**config.mk**
```make
export PLATFORM = sky130hd
export DESIGN_NAME = drum_mul_arbiter
export DESIGN_NICKNAME = d
export VERILOG_FILES = /design/src/rtl/drum_mul_arbiter.sv
export SDC_FILE = /design/constraint.sdc
export NUM_CORES = 1
export LEC_CHECK = 0
export CORE_ASPECT_RATIO = 0.5
export CORE_UTILIZATION = 40
export CTS_BUF_LIST = sky130_fd_sc_hd__clkbuf_2
export DETAILED_ROUTE_END_ITERATION = 16
export DONT_BUFFER_PORTS = 1
export GPL_ROUTABILITY_DRIVEN = 0
export GPL_TIMING_DRIVEN = 0
export HOLD_SLACK_MARGIN = 0.15
export SYNTH_ARGS = -nofsm -noshare
export SYNTH_HDL_FRONTEND = slang
export SYNTH_SLANG_ARGS = --single-unit
```
**constraint.sdc**
```tcl
create_clock -name clk -period 9.67 [get_ports clk]
set_input_delay 1.934 -clock clk [delete_from_list [all_inputs] [get_ports clk]]
set_output_delay 1.934 -clock clk [all_outputs]
set_load 0.02 [all_outputs]
```
**src/rtl/drum_mul_arbiter.sv**
```systemverilog
// Round-robin arbiter sharing one DRUM approximate multiplier among NREQ valid/ready requesters.
// Optional macro DRUM_ARB_EXACT_BYPASS_EN: a request with req_exact set receives the exact product.

module drum_mul #(
    parameter int K = 6,
    parameter int N = 16,
    parameter int M = 16
) (
    input  logic [N-1:0]   a,
    input  logic [M-1:0]   b,
    output logic [N+M-1:0] p
);
    localparam int LAW = (N > 1) ? $clog2(N) : 1;
    localparam int LBW = (M > 1) ? $clog2(M) : 1;

    logic [LAW-1:0] lead_a;
    logic [LAW-1:0] sh_a;
    logic [LBW-1:0] lead_b;
    logic [LBW-1:0] sh_b;
    logic [N-1:0]   a_shr;
    logic [M-1:0]   b_shr;
    logic [K-1:0]   ta;
    logic [K-1:0]   tb;
    logic [N+M-1:0] core;

    // Keep K bits from the leading one down; forcing the kept LSB high unbiases the truncation.
    always_comb begin
        lead_a = '0;
        for (int i = 0; i < N; i++) begin
            if (a[i]) lead_a = LAW'(i);
        end
        lead_b = '0;
        for (int i = 0; i < M; i++) begin
            if (b[i]) lead_b = LBW'(i);
        end
        sh_a  = ((a >> K) != '0) ? lead_a - LAW'(K - 1) : '0;
        sh_b  = ((b >> K) != '0) ? lead_b - LBW'(K - 1) : '0;
        a_shr = a >> sh_a;
        b_shr = b >> sh_b;
        ta    = a_shr[K-1:0];
        tb    = b_shr[K-1:0];
        if (sh_a != '0) ta[0] = 1'b1;
        if (sh_b != '0) tb[0] = 1'b1;
        core  = (N+M)'(ta) * (N+M)'(tb);
        p     = (core << sh_a) << sh_b;
    end
endmodule

module drum_mul_arbiter #(
    parameter int NREQ = 4,
    parameter int K    = 6,
    parameter int N    = 16,
    parameter int M    = 16
) (
    input  logic                     clk,
    input  logic                     rst_n,
    input  logic [NREQ-1:0]          req_valid,
    output logic [NREQ-1:0]          req_ready,
    input  logic [NREQ*N-1:0]        req_a,
    input  logic [NREQ*M-1:0]        req_b,
    input  logic [NREQ-1:0]          req_exact,
    output logic                     res_valid,
    input  logic                     res_ready,
    output logic [N+M-1:0]           res_data,
    output logic [$clog2(NREQ)-1:0]  res_id,
    output logic                     busy
);
    localparam int IDW = $clog2(NREQ);

    logic [IDW-1:0] rr_ptr;
    logic [IDW-1:0] cand_id;
    logic [IDW-1:0] idx;
    logic [IDW-1:0] s1_id;
    logic           cand_found;
    logic           s1_vld;
    logic           s2_vld;
    logic           s1_adv;
    logic           s2_adv;
    logic           accept;
    logic [N-1:0]   s1_a;
    logic [M-1:0]   s1_b;
    logic [N-1:0]   sel_a;
    logic [M-1:0]   sel_b;
    logic [N+M-1:0] drum_p;
    logic [N+M-1:0] stage2_p;

    assign s2_adv    = !s2_vld || res_ready;
    assign s1_adv    = !s1_vld || s2_adv;
    assign res_valid = s2_vld;
    assign busy      = s1_vld || s2_vld;

    // Search from rr_ptr upward, wrapping; the first valid requester is the candidate.
    always_comb begin
        cand_found = 1'b0;
        cand_id    = '0;
        idx        = '0;
        for (int off = 0; off < NREQ; off++) begin
            idx = IDW'((int'(rr_ptr) + off) % NREQ);
            if (!cand_found && req_valid[idx]) begin
                cand_found = 1'b1;
                cand_id    = idx;
            end
        end
    end

    always_comb begin
        req_ready = '0;
        if (rst_n && cand_found && s1_adv) req_ready[cand_id] = 1'b1;
    end

    assign accept = |(req_valid & req_ready);

    always_comb begin
        sel_a = '0;
        sel_b = '0;
        for (int i = 0; i < NREQ; i++) begin
            if (cand_id == IDW'(i)) begin
                sel_a = req_a[i*N +: N];
                sel_b = req_b[i*M +: M];
            end
        end
    end

    drum_mul #(.K(K), .N(N), .M(M)) u_drum (
        .a (s1_a),
        .b (s1_b),
        .p (drum_p)
    );

`ifdef DRUM_ARB_EXACT_BYPASS_EN
    logic s1_exact;

    always_ff @(posedge clk or negedge rst_n) begin
        if (!rst_n) begin
            s1_exact <= 1'b0;
        end else if (accept) begin
            s1_exact <= req_exact[cand_id];
        end
    end

    assign stage2_p = s1_exact ? (N+M)'(s1_a) * (N+M)'(s1_b) : drum_p;
`else
    logic unused_exact;
    assign unused_exact = ^req_exact;
    assign stage2_p     = drum_p;
`endif

    // Stage 1 refills in the same cycle stage 2 drains, so a full pipe streams without bubbles.
    always_ff @(posedge clk or negedge rst_n) begin
        if (!rst_n) begin
            s1_vld   <= 1'b0;
            s1_a     <= '0;
            s1_b     <= '0;
            s1_id    <= '0;
            rr_ptr   <= '0;
            s2_vld   <= 1'b0;
            res_data <= '0;
            res_id   <= '0;
        end else begin
            if (accept) begin
                s1_vld <= 1'b1;
                s1_a   <= sel_a;
                s1_b   <= sel_b;
                s1_id  <= cand_id;
                rr_ptr <= (cand_id == IDW'(NREQ - 1)) ? '0 : cand_id + IDW'(1);
            end else if (s1_adv) begin
                s1_vld <= 1'b0;
            end
            if (s2_adv) begin
                s2_vld <= s1_vld;
                if (s1_vld) begin
                    res_data <= stage2_p;
                    res_id   <= s1_id;
                end
            end
        end
    end
endmodule

```
-- Yosys cells after proc, flatten, opt, wreduce, memory -nomap -nowiden
Cells that the tools add are included.
W data, S select, Z words.
- $add $sub $neg: 6
- multiply operators: 1
- $lt $le $gt $ge: 6
- equal/unequal tests: 3
- shifts and indexed selects: 4
- multiplexer cells: 64
- bitwise operators: 1
- reduce and logical (&&, ||, !) cells: 22
- operator list (operator ; count):
    $mux W16 ; 8
    $mux W4 ; 25
    $reduce_bool A16 Y1 ; 2
    $shl A12 B4 Y32 ; 1
    $shl A32 B4 Y32 ; 1
    $shr A16 B4 Y6 ; 2
    $lt A2 B3 Y1 const B ; 5
    $mux W1 ; 15
    $mux W2 ; 7
    $mul A6 B6 Y12 ; 1
    $mux W3 ; 4
    $bmux W1 S2 ; 4
    $reduce_bool A4 Y1 ; 2
    $sub A4 B3 Y4 const B ; 2
    $logic_and A1 B1 Y1 ; 6
    $logic_not A1 Y1 ; 5
    $add A2 B1 Y2 const B ; 2
    $add A2 B2 Y2 const B ; 2
    $and A4 B4 Y4 ; 1
    $eq A2 B2 Y1 const B ; 2
    $reduce_or A4 Y1 ; 1
    $logic_or A1 B1 Y1 ; 3
    $demux W1 S2 ; 1
    $eq A2 B1 Y1 const B ; 1
    other kinds (4) ; 4
- register bits: 72
- input port bits: 139
- output and inout port bits: 40
- logic and storage cells: 115

-- Longest topological paths before layout
- depth after elaboration: 22
- depth in mapped cells: 34

-- Cells and area by module
A second synthesis with hierarchy kept.
- cells, all modules: 1156
- area, all modules: 9133.8 um^2
- modules (own cells, without submodules) (module ; instances ; cells an instance ; area each (um^2) ; seq. area each (um^2)):
    drum_mul ; 1 ; 788 ; 5185.0 ; 0.0
    drum_mul_arbiter ; 1 ; 368 ; 3948.8 ; 1801.7

-- Worst setup path after synthesis
Ideal clock, no wire load.
- kind: register to register
- start: register s1_a[11]
- end: register res_data[17]
- data arrival time: 8050 ps
- data required time: 9527 ps
- path slack: 1476 ps
- cell stages (with the launch flop): 33
- buffers on the path: 4
- period minus slack after synthesis: 8194 ps
- path through: dfrtp_1 clkbuf_1 or3_1 o22ai_1 o21ai_0 a21oi_1 ha_1 a21oi_1 nor2_2 clkbuf_1 buf_1 buf_1 a221o_1 a21oi_1 a311oi_1 nor2_1 fa_1 fa_1 inv_1 fa_1 inv_1 ha_1 inv_1 o22ai_1 mux2i_1 nand2_1 a22o_1 o32ai_1 nor2_1 mux2_2 or4_1 a31oi_1 a211oi_1
- cells in the longest elaborated chain, start to end: 12
- elaborated cells between the ends (all ways): 14
- those cells by class: 1 x add/sub; 1 x mul; 3 x shift; 7 x mux; 2 x reduce/logical
- RTL lines (item ; RTL line ; RTL):
    start: declaration ; 80 ; logic [N-1:0] s1_a;
    start signal: assignment ; 162 ; s1_a <= sel_a;
    $mux W4 (5 in series) ; 30 ; if (a[i]) lead_a = LAW'(i);
    $sub A4 B3 Y4 ; 36 ; sh_a = ((a >> K) != '0) ? lead_a - LAW'(K - 1) : '0;
    $mux W4 ; 36 ;
    $shr A16 B4 Y6 or $reduce_bool A4 Y1 (tied branches) ; 38, 42 ;
    $mux W1 ; 42 ; if (sh_a != '0) ta[0] = 1'b1;
    $mul A6 B6 Y12 ; 44 ; core = (N+M)'(ta) * (N+M)'(tb);
    $shl A12 B4 Y32 * ; 45 ; p = (core << sh_a) << sh_b;
    $shl A32 B4 Y32 * ; 45 ;
    end signal: assignment ; 172 ; res_data <= stage2_p;
    end: declaration ; 64 ; output logic [N+M-1:0] res_data,
Mark *: on every way between the ends. The rest lies on a longest branch, timed or not.
A chain may end at the register's enable or synchronous reset.

-- Worst setup path after layout
- start: register s1_b[2]
- end: register res_data[22]
- cells in the longest elaborated chain, start to end: 21
- elaborated cells between the ends (all ways): 22
- those cells by class: 1 x add/sub; 1 x mul; 3 x shift; 16 x mux; 1 x reduce/logical
- RTL lines (item ; RTL line ; RTL):
    start: declaration ; 81 ; logic [M-1:0] s1_b;
    start signal: assignment ; 163 ; s1_b <= sel_b;
    $mux W2 (2 in series) ; 34 ; if (b[i]) lead_b = LBW'(i);
    $mux W3 (4 in series) ; 34 ;
    $mux W4 (8 in series) ; 34 ;
    $sub A4 B3 Y4 ; 37 ; sh_b = ((b >> K) != '0) ? lead_b - LBW'(K - 1) : '0;
    $mux W4 ; 37 ;
    $shr A16 B4 Y6 or $reduce_bool A4 Y1 (tied branches) ; 39, 43 ;
    $mux W1 ; 43 ; if (sh_b != '0) tb[0] = 1'b1;
    $mul A6 B6 Y12 ; 44 ;
    $shl A12 B4 Y32 ; 45 ;
    $shl A32 B4 Y32 * ; 45 ;
Marks and branches as above.

==> results.cfg <==
[run_status]
status = finished clean

[timing]
slew_headroom_pct = 12.0
slew_violations = 0
tightest_slew_ns = 1.31
finalWorstSetupSlack_ns = 0.475
finalHoldViolations = 0
rsz0062_at_grt = no
min_period_ns = 9.20
clock.fmax_mhz = 109
clock_skew_ns = 0.0451
setup_violations = 0
finalCritPeriodShare_pct = 95.1

[place]
dpl_worst_slack_ns = -0.451
dp.cells = 1474
numPortBuffers = 0
hpwl_um = 25600

[worst_setup_path]
worst-r2r-setup-slack_ns = 0.48
cp_data_required_time_ns = 10.14
end_kind = flop
crit_path_start_kind = flop
max_stage_delay_ns = 0.56
crit_type = reg -> reg
cp_max_fo = 10
crit_arrival_ns = 9.67
slowest_stage = a31oi_2

[yosys]
ys_types = 82
syn_area_per_cell_um2 = 7.13
synthCells = 1201
synthFlopType = dfrtp_1
synthTopCellsByArea = dfrtp_1, a21oi_1, nor2_1
syn-num-nets = 1383
synth_top_cell_by_area = dfrtp_1
synth_top_area_share_pct = 21.0
yosys_register_bits = 72
netlist_area_um2 = 8570
ys_warn_count = 0
synth_async_sr_flop_share_pct = 100
synth-seq-area-share_pct = 21.0
synth_edf_count = 0

[clock_network]
cts.sinks = 72
clock_path_buffers = 2
post_cts_buffers = 0
path_clk_slew_ns = 0.25
cts_tree = yes
h-tree-depth = 3
root_buffer = clkbuf_2
cts_buffers = 9
worstSkewPairLatency_ns = 0.60

[final_layout]
areaGrowthSynthToFinish_pct = 6.86
finalNonFillerCells = 1491
drive_above_1_share_pct = 7.14
antenna_cells = 0
final_cell_mix = nor2_1, a21oi_1, nand2_1
num-nets-final = 1395
layout_commonest_cell = nor2_1

[floorplan]
die_height_um = 105
row_count = 37
start_util_pct = 41.2
die_x_um = 209
core_area_um2 = 20800
die_area_um2 = 22000
ioPinCount = 179

[global_route]
grt_pass1_vias = 9284
overflow = 0
track_usage_pct = 29.6
grt_max_degree = 74
grt_pass1_wl_um = 51500
antenna_found_initial = 0

[min_path]
hp-class = reg -> reg

[route]
drtIter0Drc = 1171
viasPerCell = 6.64
wirelength_um = 32600
vias = 9901
drtAntennaViolNets = 0
dr.pass1.iters = 7
drc = 0
wl_per_cell_um = 21.8

[run]
maxCapViolCount = 0
sequential cells by signal (all words and copies together), names as in the netlist:
| register | cells |
|---|---|
| s1_vld | 1 |
| rr_ptr | 2 |
| res_data | 32 |
| s1_id | 2 |
| res_id | 2 |
| s1_b | 16 |
| res_valid | 1 |
| s1_a | 16 |
worst max-delay path, delay by kind of cell, from the launching register on:
kind | cells | cell delay [ns]
buffers and inverters | 5 | 0.90
multiplexers | 3 | 0.84
AND/OR/NAND/NOR | 4 | 0.78
flip-flops | 1 | 0.48
adder cells (fa/ha/maj) | 5 | 2.33
AO/OA/AOI/OAI | 13 | 3.72
layout make-up:
class / instances / area [um^2]
clock buffers: 10 / 50.0
multi-input cells: 986 / 6320
flip-flops and latches: 72 / 1800
well taps: 273 / 342
clock inverters: 6 / 67.6
repair buffers: 1 / 5.00
fillers: 2199 / 11600
inverters: 44 / 165
plain buffers: 99 / 409
stage by stage:
stage	TNS [ns]	util [%]	cell area (um^2)	hold slack, ns
global placement	-5.12	42.9	8910	0.459
CTS	0	43.6	9060	0.511
floorplan	0	-	8570	0.435
global route	0	44.0	9160	0.554
finish	0	44.0	9160	0.501
detailed placement	-5.46	42.9	8910	0.465
metal layers:
metal / share of wire (%) / routed length (um) / track usage [%]
met1: 44 / 14500 / 42.3
met5: 0 / 0 / 0
met3: 13 / 4320 / 9.74
met2: 40 / 12900 / 41.1
met4: 2.6 / 844 / 9.93
timing repair:
action                     in CTS  in global routing
hold buffers                    0                  0
resized for setup               6                 25
setup endpoints to repair      21                 24
logic make-up after synthesis:
logic type                 after synthesis  synth area share, %
AOI/OAI and AO/OA                      454                 35.2
xor gates and xnor gates                 4                0.409
adders and majority gates               43                 7.77
buffers and inverters                  143                 6.60
DFF                                     72                 21.0
muxes                                   45                 5.59
and+or+nand+nor                        440                 23.4
Yosys cell counts, types with 11 or more instances:
master / instances
nand2b_1: 16
a21oi_1: 147
a211oi_1: 18
nor2_1: 185
fa_1: 17
o22ai_1: 11
dfrtp_1: 72
o21ai_0: 70
inv_1: 44
nand3_1: 17
nand2_1: 120
nor3_1: 22
a22oi_1: 40
and2_1: 11
clkbuf_1: 77
mux2i_1: 34
ha_1: 26
o211ai_1: 13
a21o_1: 13
a31oi_1: 17
final timing paths:
| kind | start | to | cells after the start |
|---|---|---|---|
| worst max-delay path | s1_b[2] | res_data[22] | 30 |
| worst min-delay path | s1_id[0] | res_id[0] | 2 |
| worst max register to register | s1_b[2] | res_data[22] | 30 |
| worst min register to register | s1_id[0] | res_id[0] | 2 |
| max in group asynchronous | rst_n | s1_b[1] | 0 |
| min in group asynchronous | rst_n | s1_b[2] | 0 |
Power is left out: the tool's default activity adds up to more than one toggle a clock period on the data nets, which glitch-free logic cannot reach.
